File: config.mk
export PLATFORM = sky130hd
export DESIGN_NAME = fetch_ctrl_flat
export DESIGN_NICKNAME = d
export VERILOG_FILES = /design/src/rtl/fetch_if.sv /design/src/rtl/fetch_ctrl.sv /design/src/flat_wrapper.sv
export SDC_FILE = /design/constraint.sdc
export NUM_CORES = 1
export LEC_CHECK = 0
export BUFFER_PORTS_ARGS = -buffer_cell sky130_fd_sc_hd__buf_2
export CELL_PAD_IN_SITES_DETAIL_PLACEMENT = 1
export CELL_PAD_IN_SITES_GLOBAL_PLACEMENT = 1
export CORE_MARGIN = 5
export CORE_UTILIZATION = 35
export CTS_BUF_LIST = sky130_fd_sc_hd__clkbuf_2 sky130_fd_sc_hd__clkbuf_4 sky130_fd_sc_hd__clkbuf_8
export CTS_CLUSTER_SIZE = 14
export DETAILED_ROUTE_END_ITERATION = 6
export GPL_ROUTABILITY_DRIVEN = 0
export GPL_TIMING_DRIVEN = 0
export HOLD_SLACK_MARGIN = 0.02
export PLACE_DENSITY = 0.9
export SYNTH_ARGS = -nofsm -noshare
export SYNTH_HDL_FRONTEND = slang
export SYNTH_SLANG_ARGS = --single-unit
export TNS_END_PERCENT = 50
File: constraint.sdc
create_clock -name clk -period 1.9 [get_ports clk]
set_input_delay 0.19 -clock clk [delete_from_list [all_inputs] [get_ports clk]]
set_output_delay 0.19 -clock clk [all_outputs]
set_load 0.01 [all_outputs]
File: src/rtl/fetch_if.sv
// Fetch-stage bus bundle: instruction-memory req/ack channel plus the
// valid/ready channel toward decode. The master side is the fetch sequencer.
interface fetch_if #(
  parameter int ADDR_W  = 32,
  parameter int INSTR_W = 32
);
  logic               imem_req;
  logic [ADDR_W-1:0]  imem_addr;
  logic               imem_ack;
  logic [INSTR_W-1:0] imem_rdata;
  logic               if_valid;
  logic [INSTR_W-1:0] if_instr;
  logic [ADDR_W-1:0]  if_pc;
  logic               if_ready;

  modport master (
    output imem_req, imem_addr, if_valid, if_instr, if_pc,
    input  imem_ack, imem_rdata, if_ready
  );

  modport slave (
    input  imem_req, imem_addr, if_valid, if_instr, if_pc,
    output imem_ack, imem_rdata, if_ready
  );
endinterface

File: src/rtl/fetch_ctrl.sv
// rv32 fetch sequencer: owns the PC, drives imem req/ack, hands instructions to
// decode, applies redirects. Optional perf counters behind FETCH_PERF_CNT_EN.
module fetch_ctrl #(
  parameter int                ADDR_W   = 32,
  parameter int                INSTR_W  = 32,
  parameter logic [ADDR_W-1:0] RESET_PC = '0
) (
  input  logic              clk,
  input  logic              rst_n,
  input  logic              PCsrc,
  input  logic [ADDR_W-1:0] branch_addr,
`ifdef FETCH_PERF_CNT_EN
  output logic [31:0]       perf_fetch_cnt,
  output logic [31:0]       perf_stall_cnt,
`endif
  fetch_if.master           bus
);

  typedef enum logic [1:0] {IDLE, FETCH, DRAIN, HOLD} state_t;

  state_t             state_q, state_d;
  logic [ADDR_W-1:0]  pc_q, pc_d;
  logic               req_q, req_d;
  logic [ADDR_W-1:0]  addr_q, addr_d;
  logic               valid_q, valid_d;
  logic [INSTR_W-1:0] instr_q, instr_d;
  logic [ADDR_W-1:0]  ifpc_q, ifpc_d;
  logic [ADDR_W-1:0]  br;

  assign br = {branch_addr[ADDR_W-1:2], 2'b00};

  always_comb begin
    state_d = state_q;
    pc_d    = pc_q;
    req_d   = req_q;
    addr_d  = addr_q;
    valid_d = valid_q;
    instr_d = instr_q;
    ifpc_d  = ifpc_q;
    case (state_q)
      IDLE: begin
        pc_d    = PCsrc ? br : pc_q;
        addr_d  = pc_d;
        req_d   = 1'b1;
        state_d = FETCH;
      end
      FETCH: begin
        if (bus.imem_ack) begin
          if (PCsrc) begin
            // Completed response belongs to the old path: drop it, reissue.
            pc_d   = br;
            addr_d = br;
          end else begin
            instr_d = bus.imem_rdata;
            ifpc_d  = addr_q;
            valid_d = 1'b1;
            pc_d    = addr_q + ADDR_W'(4);
            req_d   = 1'b0;
            state_d = HOLD;
          end
        end else if (PCsrc) begin
          // Address must stay put until the memory acks the stale request.
          pc_d    = br;
          state_d = DRAIN;
        end
      end
      DRAIN: begin
        if (PCsrc) pc_d = br;
        if (bus.imem_ack) begin
          addr_d  = pc_d;
          state_d = FETCH;
        end
      end
      HOLD: begin
        if (PCsrc || bus.if_ready) begin
          valid_d = 1'b0;
          pc_d    = PCsrc ? br : pc_q;
          addr_d  = pc_d;
          req_d   = 1'b1;
          state_d = FETCH;
        end
      end
      default: state_d = IDLE;
    endcase
  end

  always_ff @(posedge clk) begin
    if (!rst_n) begin
      state_q <= IDLE;
      pc_q    <= RESET_PC;
      req_q   <= 1'b0;
      addr_q  <= '0;
      valid_q <= 1'b0;
      instr_q <= '0;
      ifpc_q  <= '0;
    end else begin
      state_q <= state_d;
      pc_q    <= pc_d;
      req_q   <= req_d;
      addr_q  <= addr_d;
      valid_q <= valid_d;
      instr_q <= instr_d;
      ifpc_q  <= ifpc_d;
    end
  end

  assign bus.imem_req  = req_q;
  assign bus.imem_addr = addr_q;
  assign bus.if_valid  = valid_q;
  assign bus.if_instr  = instr_q;
  assign bus.if_pc     = ifpc_q;

`ifdef FETCH_PERF_CNT_EN
  logic [31:0] fcnt_q, scnt_q;

  always_ff @(posedge clk) begin
    if (!rst_n) begin
      fcnt_q <= '0;
      scnt_q <= '0;
    end else begin
      if (valid_q && bus.if_ready && fcnt_q != '1) fcnt_q <= fcnt_q + 32'd1;
      if (req_q && !bus.imem_ack && scnt_q != '1)  scnt_q <= scnt_q + 32'd1;
    end
  end

  assign perf_fetch_cnt = fcnt_q;
  assign perf_stall_cnt = scnt_q;
`endif

endmodule

File: src/flat_wrapper.sv
// flat-port wrapper written by rule: the top's interface ports become plain ports
module fetch_ctrl_flat 
#(
  parameter int                ADDR_W   = 32,
  parameter int                INSTR_W  = 32,
  parameter logic [ADDR_W-1:0] RESET_PC = '0
)
  (clk, rst_n, PCsrc, branch_addr, bus_imem_req, bus_imem_addr, bus_if_valid, bus_if_instr, bus_if_pc, bus_imem_ack, bus_imem_rdata, bus_if_ready);
  fetch_if #(.ADDR_W(ADDR_W), .INSTR_W(INSTR_W)) bus_i ();
  input  logic clk;
  input  logic rst_n;
  input  logic PCsrc;
  input  logic [ADDR_W-1:0] branch_addr;
  output wire logic [$bits(bus_i.imem_req)-1:0] bus_imem_req;
  output wire logic [$bits(bus_i.imem_addr)-1:0] bus_imem_addr;
  output wire logic [$bits(bus_i.if_valid)-1:0] bus_if_valid;
  output wire logic [$bits(bus_i.if_instr)-1:0] bus_if_instr;
  output wire logic [$bits(bus_i.if_pc)-1:0] bus_if_pc;
  input wire logic [$bits(bus_i.imem_ack)-1:0] bus_imem_ack;
  input wire logic [$bits(bus_i.imem_rdata)-1:0] bus_imem_rdata;
  input wire logic [$bits(bus_i.if_ready)-1:0] bus_if_ready;
  assign bus_imem_req = bus_i.imem_req;
  assign bus_imem_addr = bus_i.imem_addr;
  assign bus_if_valid = bus_i.if_valid;
  assign bus_if_instr = bus_i.if_instr;
  assign bus_if_pc = bus_i.if_pc;
  assign bus_i.imem_ack = bus_imem_ack;
  assign bus_i.imem_rdata = bus_imem_rdata;
  assign bus_i.if_ready = bus_if_ready;
  fetch_ctrl #(.ADDR_W(ADDR_W), .INSTR_W(INSTR_W), .RESET_PC(RESET_PC)) u_core (.clk(clk), .rst_n(rst_n), .PCsrc(PCsrc), .branch_addr(branch_addr), .bus(bus_i));
endmodule
==> impl_metrics.tcl <==
set metrics [dict create \
    outcome "finished with violations" \
    violations "negative setup slack" \
    ys_warn_count 0 \
    synth.avg_cell_area_um2 7.81 \
    ys.flop_type "dfxtp_1" \
    place_ws_ns -0.589 \
    placedCellCount 1134 \
    nets 1068 \
    period_minus_slack_ns 1.97 \
    tightest_slew_ns 0.835 \
    die-area_mm2 0.0195 \
    avgRoutedWirePerCell_um 20.6 \
    clockBufferDepth 2 \
    synthXorXnorAreaFrac_pct 3.13 \
    slowest_delay_ns 0.42 \
    grt_pass1_wl_um 38700 \
    drc 0 \
    hpwl_um 16400 \
    syn_to_final_growth_pct 39.3 \
    cts_sinks 132 \
    h-tree-depth 4 \
    synth-compound-area-share_pct 22.6 \
    fmax_ghz 0.507 \
    ys_types 56 \
    powerDensity_mw_per_mm2 821 \
    dr.pass1.iters 5 \
    maxCapViolations 0 \
    holdWs_ns 0.0438 \
    hold_violations 0 \
    synth_nets 823 \
    final_util_pct 49.6 \
    setup_ws_ns -0.0712 \
    ios 167 \
    root_buffer "clkbuf_8" \
    worstHoldStart "bus_imem_rdata[8]" \
    synthTopCellsByArea "dfxtp_1 (45%), nand2_1 (12%), a21oi_1 (8.0%)" \
    cp_slowest_cell "clkbuf_1" \
    timing.rr.start "u_core.state_q[0]" \
    rsz0062_at_grt "true" \
    syn-instance-count 753 \
    syn-cell-area_mm2 0.00588 \
    synth_seq_cells 132 \
    endpoint_kind "register" \
    crit_chain "nor2b_1, clkbuf_2, clkbuf_1, o21ai_0, a311oi_2" \
    required_ns 2.25 \
    synthArstFlopShare_pct 0 \
    gr-total-overflow 0 \
    synth_edf_count 0 \
    cts_buffers 17 \
    core_area_mm2 0.0165 \
    initial_utilization_pct 35.6 \
    ir_drop_mv 0.467 \
    cts.clk_slew.worst_paths_ns 0.08 \
    cp_data_arrival_time_ns 2.32 \
    grt_max_degree 17 \
    num_vias 6950 \
    crit_fanout 10 \
    synthSimpleGateAreaFrac_pct 23.7 \
    hold_path.class "in -> reg" \
    synth_top_family_by_area "simple AND/OR/NAND/NOR gates" \
    drive_above_1_share_pct 29.1 \
    setup_violations 4 \
    layout.cells.non_filler 1230 \
    die_x_um 140 \
    antenna_cells 0 \
    antenna_found_initial 0 \
    critPathKind "reg -> reg" \
    yosysTopAreaCellShare_pct 44.9 \
    finalWirelength_um 25400 \
    critPathLaunchType "register" \
    p_leak_nw 3.39 \
    synth_top_area_cell "dfxtp_1" \
    seq_area_frac_synth_pct 44.9 \
    skew_ns 0.0138 \
    viasPerCell 5.65 \
    p_total_w 0.00673 \
    maxSlewHeadroom_pct 44.1 \
    drv_slew 0 \
    grt_use_total_pct 24.5 \
    portBuffers 161 \
    die_h_um 140 \
    cts_tree "done" \
    timing.final.crit_share_pct 104 \
    drt_iter0_markers 543 \
    clock_latency_ns 0.44 \
    crit_start "u_core.state_q[0]" \
    antenna_left 0 \
    synthMuxAreaShare_pct 0.553 \
    grt_pass1_vias 7067 \
    synthAdderAreaFrac_pct 0.213 \
    rows 47 \
]
stage by stage:
step                      setup TNS, ns  instance area, um2
after floorplan                       0                5910
after global placement           -20.73                6990
after detailed placement         -27.20                6990
after CTS                       -0.0383                7980
after global routing             -0.576                8200
final                            -0.149                8200
per-layer routing:
metal / routed length (um) / track usage, % / part of all wire (%) / vias to the layer above
met5: 0 / 0 / 0 / -
met4: 765 / 9.08 / 3.0 / 0
met3: 1940 / 6.04 / 7.6 / 62
met2: 12400 / 42.2 / 49 / 354
met1: 10300 / 29.6 / 40 / 3386
li1: - / - / - / 3148
cell families (layout without fill, tap and decap cells):
logic type	after synthesis	after routing
buffers and inverters	71	328
XOR/XNOR	21	21
multiplexers	3	3
adder cells (fa/ha/maj)	1	1
flip-flops	132	132
AND/OR/NAND/NOR	308	308
AO/OA/AOI/OAI	217	217
cell usage in the layout (no fill, tap or decap), types with 5 or more instances in the layout:
master and n:
nand2_1 183, buf_2 167, dfxtp_1 115, a21oi_1 94, nor2_1 55, o21ai_0 46, dlygate4sd3_1 43, a311oi_1 30
clkbuf_1 24, buf_4 20, clkbuf_8 19, clkbuf_2 18, nand3_1 17, clkbuf_4 12, and3_1 12, xor2_1 12
dfxtp_2 12, buf_6 11, xnor2_1 8, nand4_1 6, o22ai_1 6, inv_1 5, nand2b_1 5, and4_1 5
a22oi_1 5, dfxtp_4 5
path summary, 6_finish.rpt:
| check | depth (start not counted) | end | slack (ns) |
|---|---|---|---|
| max | 5 | u_core.bus.imem_addr[10] | -0.07 |
| min | 3 | u_core.bus.if_instr[8] | 0.04 |
| max reg2reg | 5 | u_core.bus.imem_addr[10] | -0.07 |
| min reg2reg | 2 | u_core.bus.if_pc[26] | 0.45 |
layout make-up:
type | instances | area (um2)
inverter | 6 | 22.5
timing repair buffer | 227 | 1440
multi-input combinational | 550 | 3050
clock buffer | 26 | 314
buffer | 64 | 349
clock inverter | 5 | 75.1
fill | 2058 | 8330
sequential | 132 | 2680
tap | 220 | 275
cell usage after synthesis (all sizes together), types with 4 or more instances:
cell and instances:
a221oi 4, o221ai 4, a31oi 4, o21ai 48, clkbuf 48, a21oi 94
a311oi 32, and3 12, a22oi 5, nor2 57, o22ai 6, nand2 183
dfxtp 132, xor2 13, xnor2 8, buf 17, inv 5, nand4 8
nand2b 5, and4 5, nand3 20
registers in the layout, indices dropped and copies added, names as in the netlist:
signal,flops
u_core.bus.if_valid,1
u_core.bus.if_pc,32
u_core.state_q,2
u_core.bus.imem_addr,32
u_core.bus.imem_req,1
u_core.bus.if_instr,32
u_core.pc_q,32
power breakdown:
group	switching, W	leakage (nW)	internal [W]
clock	0.00107	0.209	0.00133
sequential	0.000206	1.09	0.00294
combinational	0.000709	2.09	0.000487
repair_timing:
action	in CTS	in global routing
setup endpoints to repair	121	109
hold buffers	43	0
setup buffers	13	10
resized for setup	39	61
pin swaps	3	9
endpoints found under the hold margin	43	0
worst max-delay path: cells and delay by family (launching register included):
family | cells | cell delay (ns)
buffers and inverters | 2 | 0.73
AO/OA/AOI/OAI | 2 | 0.52
flip-flops | 1 | 0.41
AND/OR/NAND/NOR | 1 | 0.21
Note: power is estimated with default switching activity, not from simulation.
